===== config.mk =====
export PLATFORM = sky130hd
export DESIGN_NAME = board_link_rx
export DESIGN_NICKNAME = d
export VERILOG_FILES = /design/src/rtl/link_pkg.sv /design/src/rtl/link_sync2.sv /design/src/rtl/board_link_rx.sv
export SDC_FILE = /design/constraint.sdc
export NUM_CORES = 1
export LEC_CHECK = 0
export BUFFER_PORTS_ARGS = -buffer_cell sky130_fd_sc_hd__buf_2
export CAP_MARGIN = 20
export CORE_UTILIZATION = 30
export DETAILED_ROUTE_END_ITERATION = 16
export PLACE_DENSITY = 0.43
export SYNTH_ARGS = -nofsm -noshare
export SYNTH_HDL_FRONTEND = slang
export SYNTH_SLANG_ARGS = --single-unit

===== constraint.sdc =====
create_clock -name basys_clk -period 5 [get_ports basys_clk]
set_input_delay 0.25 -clock basys_clk [delete_from_list [all_inputs] [get_ports basys_clk]]
set_output_delay 0.25 -clock basys_clk [all_outputs]
set_load 0.005 [all_outputs]

===== src/rtl/link_pkg.sv =====
// link_pkg: constants and types shared by the inter-board link transmitter,
// receiver and role-select logic.
// Optional build macro LINK_PARITY_EN adds the PARITY frame state (8E1).
package link_pkg;

   localparam int LINK_CLK_FREQ_DEFAULT = 100_000_000;
   localparam int LINK_BAUD_DEFAULT     = 115_200;

   // Board role codes driven by the role-select switches.
   localparam logic [1:0] ROLE_UNSET  = 2'd0;
   localparam logic [1:0] ROLE_MASTER = 2'd1;
   localparam logic [1:0] ROLE_SLAVE  = 2'd2;
   localparam logic [1:0] ROLE_SOLO   = 2'd3;

   // Frame FSM states; encodings are shared with the transmitter so that
   // debug probes read the same on both boards.
   typedef enum logic [2:0] {
      LINK_IDLE   = 3'd0,
      LINK_START  = 3'd1,
      LINK_DATA   = 3'd2,
`ifdef LINK_PARITY_EN
      LINK_PARITY = 3'd3,
`endif
      LINK_STOP   = 3'd4
   } link_state_e;

   // Whole clocks per bit; the fractional remainder is absorbed by
   // re-centring on every start bit.
   function automatic int link_clks_per_bit(input int clk_freq, input int baud);
      return clk_freq / baud;
   endfunction

   // Even-parity bit for a data byte: 1 when the byte has an odd number of ones.
   function automatic logic link_even_parity(input logic [7:0] data);
      return ^data;
   endfunction

endpackage


===== src/rtl/link_sync2.sv =====
// link_sync2: two-flop synchronizer for a single asynchronous input.
// Both flops reset to RESET_VAL so an idle-high line does not look like a
// start bit while coming out of reset.
module link_sync2 #(
   parameter logic RESET_VAL = 1'b1
) (
   input  logic basys_clk,
   input  logic reset,
   input  logic d,
   output logic q
);

   logic meta;

   // Two-stage capture of the asynchronous input.
   always_ff @(posedge basys_clk) begin
      if (reset) begin
         meta <= RESET_VAL;
         q    <= RESET_VAL;
      end else begin
         meta <= d;
         q    <= meta;
      end
   end

endmodule


===== src/rtl/board_link_rx.sv =====
// board_link_rx: slave-side UART-style receiver for the inter-board link.
// Decodes 8N1 frames, or 8E1 when built with LINK_PARITY_EN, from the master
// board's Pmod line and hands each byte to the game logic with a one-cycle
// strobe. Only active while board_type selects the slave role.
//
// state  | meaning
// -------+------------------------------------------------------------
// IDLE   | line idle, waiting for rx_s low
// START  | counting half a bit to re-check the start bit at its centre
// DATA   | sampling 8 data bits at bit centres, LSB first
// PARITY | sampling the even-parity bit (LINK_PARITY_EN builds only)
// STOP   | sampling the stop bit, issuing the result strobe
module board_link_rx
   import link_pkg::*;
#(
   parameter int CLK_FREQ = LINK_CLK_FREQ_DEFAULT,
   parameter int BAUD     = LINK_BAUD_DEFAULT
) (
   input  logic       basys_clk,
   input  logic       reset,
   input  logic [1:0] board_type,
   input  logic       rx_in,
   output logic [7:0] rx_data,
   output logic       rx_valid,
   output logic       frame_err,
`ifdef LINK_PARITY_EN
   output logic       parity_err,
`endif
   output logic       busy
);

   localparam int         CLKS_PER_BIT = link_clks_per_bit(CLK_FREQ, BAUD);
   localparam logic [9:0] HALF_LAST    = 10'(CLKS_PER_BIT / 2 - 1);
   localparam logic [9:0] FULL_LAST    = 10'(CLKS_PER_BIT - 1);

   logic        rx_s;
   logic        enable;

   link_state_e state, state_nxt;
   logic [9:0]  baud_cnt, baud_cnt_nxt;
   logic [2:0]  bit_idx, bit_idx_nxt;
   logic [7:0]  shift_reg, shift_reg_nxt;
   logic [7:0]  rx_data_nxt;
   logic        rx_valid_nxt;
   logic        frame_err_nxt;
`ifdef LINK_PARITY_EN
   logic        par_bad, par_bad_nxt;
   logic        parity_err_nxt;
`endif

   link_sync2 #(
      .RESET_VAL (1'b1)
   ) u_sync (
      .basys_clk (basys_clk),
      .reset     (reset),
      .d         (rx_in),
      .q         (rx_s)
   );

   assign enable = (board_type == ROLE_SLAVE);
   assign busy   = (state != LINK_IDLE);

   // Next-state, counter and strobe decode for one frame.
   always_comb begin
      state_nxt     = state;
      baud_cnt_nxt  = baud_cnt + 10'd1;
      bit_idx_nxt   = bit_idx;
      shift_reg_nxt = shift_reg;
      rx_data_nxt   = rx_data;
      rx_valid_nxt  = 1'b0;
      frame_err_nxt = 1'b0;
`ifdef LINK_PARITY_EN
      par_bad_nxt    = par_bad;
      parity_err_nxt = 1'b0;
`endif

      if (!enable) begin
         // Any role other than slave drops the frame on this very edge.
         state_nxt    = LINK_IDLE;
         baud_cnt_nxt = 10'd0;
         bit_idx_nxt  = 3'd0;
      end else begin
         case (state)
            LINK_IDLE: begin
               baud_cnt_nxt = 10'd0;
               if (!rx_s) begin
                  state_nxt = LINK_START;
               end
            end

            LINK_START: begin
               if (baud_cnt == HALF_LAST) begin
                  baud_cnt_nxt = 10'd0;
                  bit_idx_nxt  = 3'd0;
`ifdef LINK_PARITY_EN
                  par_bad_nxt  = 1'b0;
`endif
                  // A line back high at mid start bit was only a glitch.
                  state_nxt    = rx_s ? LINK_IDLE : LINK_DATA;
               end
            end

            LINK_DATA: begin
               if (baud_cnt == FULL_LAST) begin
                  baud_cnt_nxt  = 10'd0;
                  shift_reg_nxt = {rx_s, shift_reg[7:1]};
                  bit_idx_nxt   = bit_idx + 3'd1;
                  if (bit_idx == 3'd7) begin
`ifdef LINK_PARITY_EN
                     state_nxt = LINK_PARITY;
`else
                     state_nxt = LINK_STOP;
`endif
                  end
               end
            end

`ifdef LINK_PARITY_EN
            LINK_PARITY: begin
               if (baud_cnt == FULL_LAST) begin
                  baud_cnt_nxt = 10'd0;
                  par_bad_nxt  = rx_s ^ link_even_parity(shift_reg);
                  state_nxt    = LINK_STOP;
               end
            end
`endif

            LINK_STOP: begin
               if (baud_cnt == FULL_LAST) begin
                  // Back to IDLE at mid stop bit leaves half a bit of slack
                  // for a back-to-back start bit.
                  baud_cnt_nxt = 10'd0;
                  state_nxt    = LINK_IDLE;
                  if (!rx_s) begin
                     frame_err_nxt = 1'b1;
`ifdef LINK_PARITY_EN
                  end else if (par_bad) begin
                     parity_err_nxt = 1'b1;
`endif
                  end else begin
                     rx_data_nxt  = shift_reg;
                     rx_valid_nxt = 1'b1;
                  end
               end
            end

            default: begin
               state_nxt    = LINK_IDLE;
               baud_cnt_nxt = 10'd0;
            end
         endcase
      end
   end

   // State, counters, data path and registered strobes.
   always_ff @(posedge basys_clk) begin
      if (reset) begin
         state     <= LINK_IDLE;
         baud_cnt  <= 10'd0;
         bit_idx   <= 3'd0;
         shift_reg <= 8'h00;
         rx_data   <= 8'h00;
         rx_valid  <= 1'b0;
         frame_err <= 1'b0;
`ifdef LINK_PARITY_EN
         par_bad    <= 1'b0;
         parity_err <= 1'b0;
`endif
      end else begin
         state     <= state_nxt;
         baud_cnt  <= baud_cnt_nxt;
         bit_idx   <= bit_idx_nxt;
         shift_reg <= shift_reg_nxt;
         rx_data   <= rx_data_nxt;
         rx_valid  <= rx_valid_nxt;
         frame_err <= frame_err_nxt;
`ifdef LINK_PARITY_EN
         par_bad    <= par_bad_nxt;
         parity_err <= parity_err_nxt;
`endif
      end
   end

endmodule


* Word level (Yosys, flattened, before mapping)
Cells that the tools add are included.
Storage, ports and cells: register bits 36, bits of input ports 5
Cells by class: $add $sub $neg 2, eq/ne operators 12, multiplexer cells 15, bitwise operators 3, reduce and logical (&&, ||, !) cells 10
Operator list (count):
- $mux W3 | 7
- $mux W10 | 2
- $pmux W10 S2 | 1
- $pmux W3 S4 | 1
- $add A10 B1 Y10 const B | 1
- $eq A10 B10 Y1 const B | 1
- $eq A10 B9 Y1 const B | 1
- $ne A2 B2 Y1 const B | 5
- $eq A3 B3 Y1 const B | 2
- $pmux W3 S2 | 1
- $reduce_and A3 Y1 | 2
- $reduce_and A5 Y1 | 1
- $reduce_and A4 Y1 | 1
- $reduce_or A2 Y1 | 2
- $reduce_or A4 Y1 | 1
- $add A3 B1 Y3 const B | 1
- $eq A3 B1 Y1 const B | 1
- $eq A3 B2 Y1 const B | 1
- $logic_not A3 Y1 | 1
- $not A1 Y1 | 3
- $reduce_bool A3 Y1 | 1
- $eq A2 B2 Y1 const B | 1
- $mux W1 | 2
- $mux W2 | 1
- $reduce_bool A2 Y1 | 1

* Depth between registers and ports, before layout
depth after elaboration 4, depth in mapped cells 7, gate-level depth less buffers 6

* Cells and area by module
A second synthesis with hierarchy kept.
Unflattened totals: cell total of the unflattened synthesis 181, area, all modules 1630.3 um2
Modules (own cells, without submodules):
- board_link_rx | times used 1, cells each 177, area an instance 1577.8 um2, seq. area each 680.7 um2
- link_sync2 | times used 1, cells each 4, area an instance 52.6 um2, seq. area each 40.0 um2

* Worst setup path before layout
OpenSTA, ideal clock, no wires.
kind reg-to-reg, start point reg baud_cnt[0], end point reg baud_cnt[2], setup time 0.136 ns, data arrival time 1.433 ns, required time 4.864 ns, slack 3.431 ns, cell stages (with the launch flop) 6, cell sequence dfxtp_1 ha_1 and4bb_4 a211oi_1 a211oi_4 nor3_1
On the way: word-level cells in the longest chain between the ends 3, elaborated cells on any way between the ends 6, classes of those cells add/sub (1); eq/ne (2); mux (3)
RTL lines:
- start: declaration | RTL line board_link_rx.sv:40 | logic [9:0] baud_cnt, baud_cnt_nxt;
- start signal: assignment | RTL line board_link_rx.sv:171 | baud_cnt <= baud_cnt_nxt;
- $add A10 B1 Y10 (tied with other cells) | RTL line board_link_rx.sv:66 | baud_cnt_nxt = baud_cnt + 10'd1;
- $mux W10, on equally long branches | RTL line board_link_rx.sv:104, board_link_rx.sv:129, board_link_rx.sv:92
- $pmux W10 S2 * | RTL line board_link_rx.sv:83 | case (state)
Every way passes the cells marked *; elsewhere a longest branch is shown, timed or not. A chain may end at the register's enable or synchronous reset.

* Worst setup path in the final report
start point reg baud_cnt[0], end point reg state[1]
On the way: word-level cells in the longest chain between the ends 3, elaborated cells on any way between the ends 6, classes of those cells eq/ne (5); reduce/logical (1)
RTL lines:
- $eq A10 B10 Y1 / $eq A10 B9 Y1 (equally long branches) | RTL line board_link_rx.sv:104, board_link_rx.sv:129, board_link_rx.sv:92
- $ne A2 B2 Y1 (no line)
- $reduce_and A5 Y1 (no line) *
- end signal: assignment | RTL line board_link_rx.sv:170 | state <= state_nxt;
- end: declaration | RTL line board_link_rx.sv:39 | link_state_e state, state_nxt;
Marks and branches as above.

==> qor.csv <==
metric,value,unit
synth_fa_ha_area_frac,0.0301,
yosys_warnings,0,
fp.dieH,76.4,microns
gr-usage-all-layers,0.129,
cts_resized,0,
drcViolationCount,0,
crit_path_cell_trace,ha_1 -> and4bb_4 -> and3_1 -> nand2_1 -> a22o_1,
cts_buffers,5,
worst_pin_slew,0.629,ns
grtUsageMet3,0.0371,
dieArea,5840,sq um
fin_crit,1.86,ns
grt_pass1_vias,1255,
cts_buffer_depth,2,
power.internal,0.403,mW
fp.coreArea,5200,sq um
worstSetupEndpointType,flop,
hp-class,in2reg,
wire_per_inst,13.3,microns
hold_viol,0,
ant_nets,0,
drv_cap,0,
fillers,560,
ctsHoldBuffers,0,
fmax,538,MHz
cpPeakStageDelay,0.46,ns
synth_cell_types,43,
setup_tns,0,ns
insertion_delay,0.29,ns
fin_crit_sh,0.372,
async_flop_share,0,
vias_per_cell,4.91,
root_buffer,clkbuf_8,
cts_tree,built,
routed-via-count,1252,
max_slew_margin,0.580,
antenna_found_initial,0,
wirelength,3400,microns
synthMuxAreaShare,0.0603,
outcome,"finished, final reports clean",
critPathKind,reg2reg,
rows,26,
finalMaxSlewViolations,0,
cts_setup_buffers,0,
largest_reg_flops,10,
ir_drop,138,uV
synth_xor_area_frac,0.0475,
synth_edf_count,0,
fin_skew,0.00386,ns
slowest_stage,and3_1,
io_pins,16,
initial_utilization,0.319,
synthesis.area,1660,sq um
synth_fp_nets,181,
clock_sinks,36,
setup_viol,0,
die_w,76.4,microns
htreeDepth,2,
drt_first_pass_iters,4,
port_buffers,15,
grt_max_degree,22,
synthFlopType,dfxtp_1,
grt.busiest_layer,met2,
cp_max_fo,14,
syn_inst,172,
drive_gt1_frac,0.189,
dp_slack,3.15,ns
avgSynthCellArea,9.65,sq um
grt_pass1_wl,5960,microns
clock_power_share,0.420,
powerDensity,279,nW/um^2
timing.final.ws_setup,3.14,ns
synth_top_family_by_area,simple AND/OR/NAND/NOR gates,
ys_seq_area_frac,0.434,
cp-start-kind,flop,
switching_power,0.112,mW
fin_nets,193,
gr-usage-met2,0.205,
power_frac_seq,0.560,
gp_congestion,0.722,
leakage,0.716,nW
dp_hpwl,2480,microns
drt_iter0_markers,53,
arrival,2.04,ns
ys_ff_latch,36,
critPathRequiredTime,5.19,ns
combinationalPowerShare,0.020,
overflow,0,
swShare,0.217,
cts.clk_slew.worst_paths,0.07,ns
use_met1,0.160,
area_growth,11.2,%
antenna_cells,0,
synth-simple-area-share,0.277,
synth_compound_area_frac,0.104,
rsz0062_at_grt,no,
[path summary, 6_finish.rpt]
kind	startpoint	to	slack, ns	depth (start not counted)
max	baud_cnt[0]	state[1]	3.14	5
min	rx_in	u_sync.meta	0.14	2
max reg2reg	baud_cnt[0]	state[1]	3.14	5
min reg2reg	u_sync.meta	u_sync.q	0.41	1
[logic make-up (layout without fill, tap and decap cells)]
| group | after synthesis | after routing |
|---|---|---|
| compound gates | 25 | 25 |
| xor+xnor | 9 | 9 |
| fa+ha+maj | 4 | 4 |
| buf+inv | 12 | 25 |
| flops | 36 | 36 |
| mux | 10 | 10 |
| simple gates | 76 | 76 |
[placed cells by master (no fill, tap or decap), types with 2 or more instances in the layout]
cell type and n:
buf_2 15, and3_1 3, ha_1 4, nand4_1 4, xor2_1 4, inv_1 2
xnor2_1 5, a211oi_1 2, mux2i_1 10, nor3_1 10, or3b_4 2, nor3b_1 4
and2_1 2, nand3_1 13, a21oi_1 8, dfxtp_1 36, or2_2 2, or3_1 2
nand2_1 9, o21ai_0 9, nor2_1 11, o21ai_1 2, clkbuf_8 6
[critical path, delay by kind of cell (launching register included)]
kind / cells / cell delay, ns
DFF: 1 / 0.39
AOI/OAI and AO/OA: 1 / 0.24
adders and majority gates: 1 / 0.25
and+or+nand+nor: 3 / 0.88
[power groups by stage]
stage / logic (mW) / registers (mW) / clock network (mW)
2_1_floorplan: 0.00700 / 0.294 / 0
3_3_place_gp: 0.00993 / 0.295 / 0
3_5_place_dp: 0.0101 / 0.295 / 0
4_1_cts: 0.0102 / 0.288 / 0.224
5_1_grt: 0.0113 / 0.288 / 0.236
6_report: 0.0100 / 0.288 / 0.216
[through the flow]
| step | total power, mW | utilization | instances | area [sq um] | hold WS (ns) |
|---|---|---|---|---|---|
| after detailed placement | 0.305 | 0.337 | 247 | 1750 | 0.403 |
| after CTS | 0.523 | 0.355 | 255 | 1850 | 0.130 |
| after global routing | 0.535 | 0.355 | 255 | 1850 | 0.134 |
| after global placement | 0.305 | 0.337 | 247 | 1750 | 0.400 |
| after floorplan | 0.301 | - | 172 | 1660 | 0.354 |
| final | 0.514 | 0.355 | 255 | 1850 | 0.140 |
[metal layers]
layer,share of wire,up-vias,routed length [microns]
met5,0,-,0
met4,0.023,0,77
met3,0.031,7,104
met2,0.46,17,1550
met1,0.49,595,1660
li1,-,633,-
[final cells by class]
type	count	area (sq um)	share of cell area
Tap cell	70	87.6	0.0475
Inverter	2	7.51	0.00407
Timing Repair Buffer	15	75.1	0.0407
Clock buffer	7	86.3	0.0468
Clock inverter	1	7.51	0.00407
Sequential cell	36	721	0.391
Multi-Input combinational cell	124	861	0.466
[Yosys cell counts, types with 2 or more instances]
cell | count | share of area
dfxtp_1 | 36 | 0.43
nand3_1 | 13 | 0.039
nor2_1 | 11 | 0.025
mux2i_1 | 10 | 0.060
nor3_1 | 10 | 0.030
nand2_1 | 9 | 0.020
o21ai_0 | 9 | 0.027
a21oi_1 | 8 | 0.024
xnor2_1 | 5 | 0.026
ha_1 | 4 | 0.030
nand4_1 | 4 | 0.015
nor3b_1 | 4 | 0.018
xor2_1 | 4 | 0.021
and3_1 | 3 | 0.011
buf_2 | 3 | 0.0090
buf_6 | 3 | 0.020
a211oi_1 | 2 | 0.0090
and2_1 | 2 | 0.0075
buf_4 | 2 | 0.0090
clkbuf_1 | 2 | 0.0045
inv_1 | 2 | 0.0045
o21ai_1 | 2 | 0.0060
or2_2 | 2 | 0.0075
or3_1 | 2 | 0.0075
or3b_4 | 2 | 0.014
Note: power is estimated with default switching activity, not from simulation.
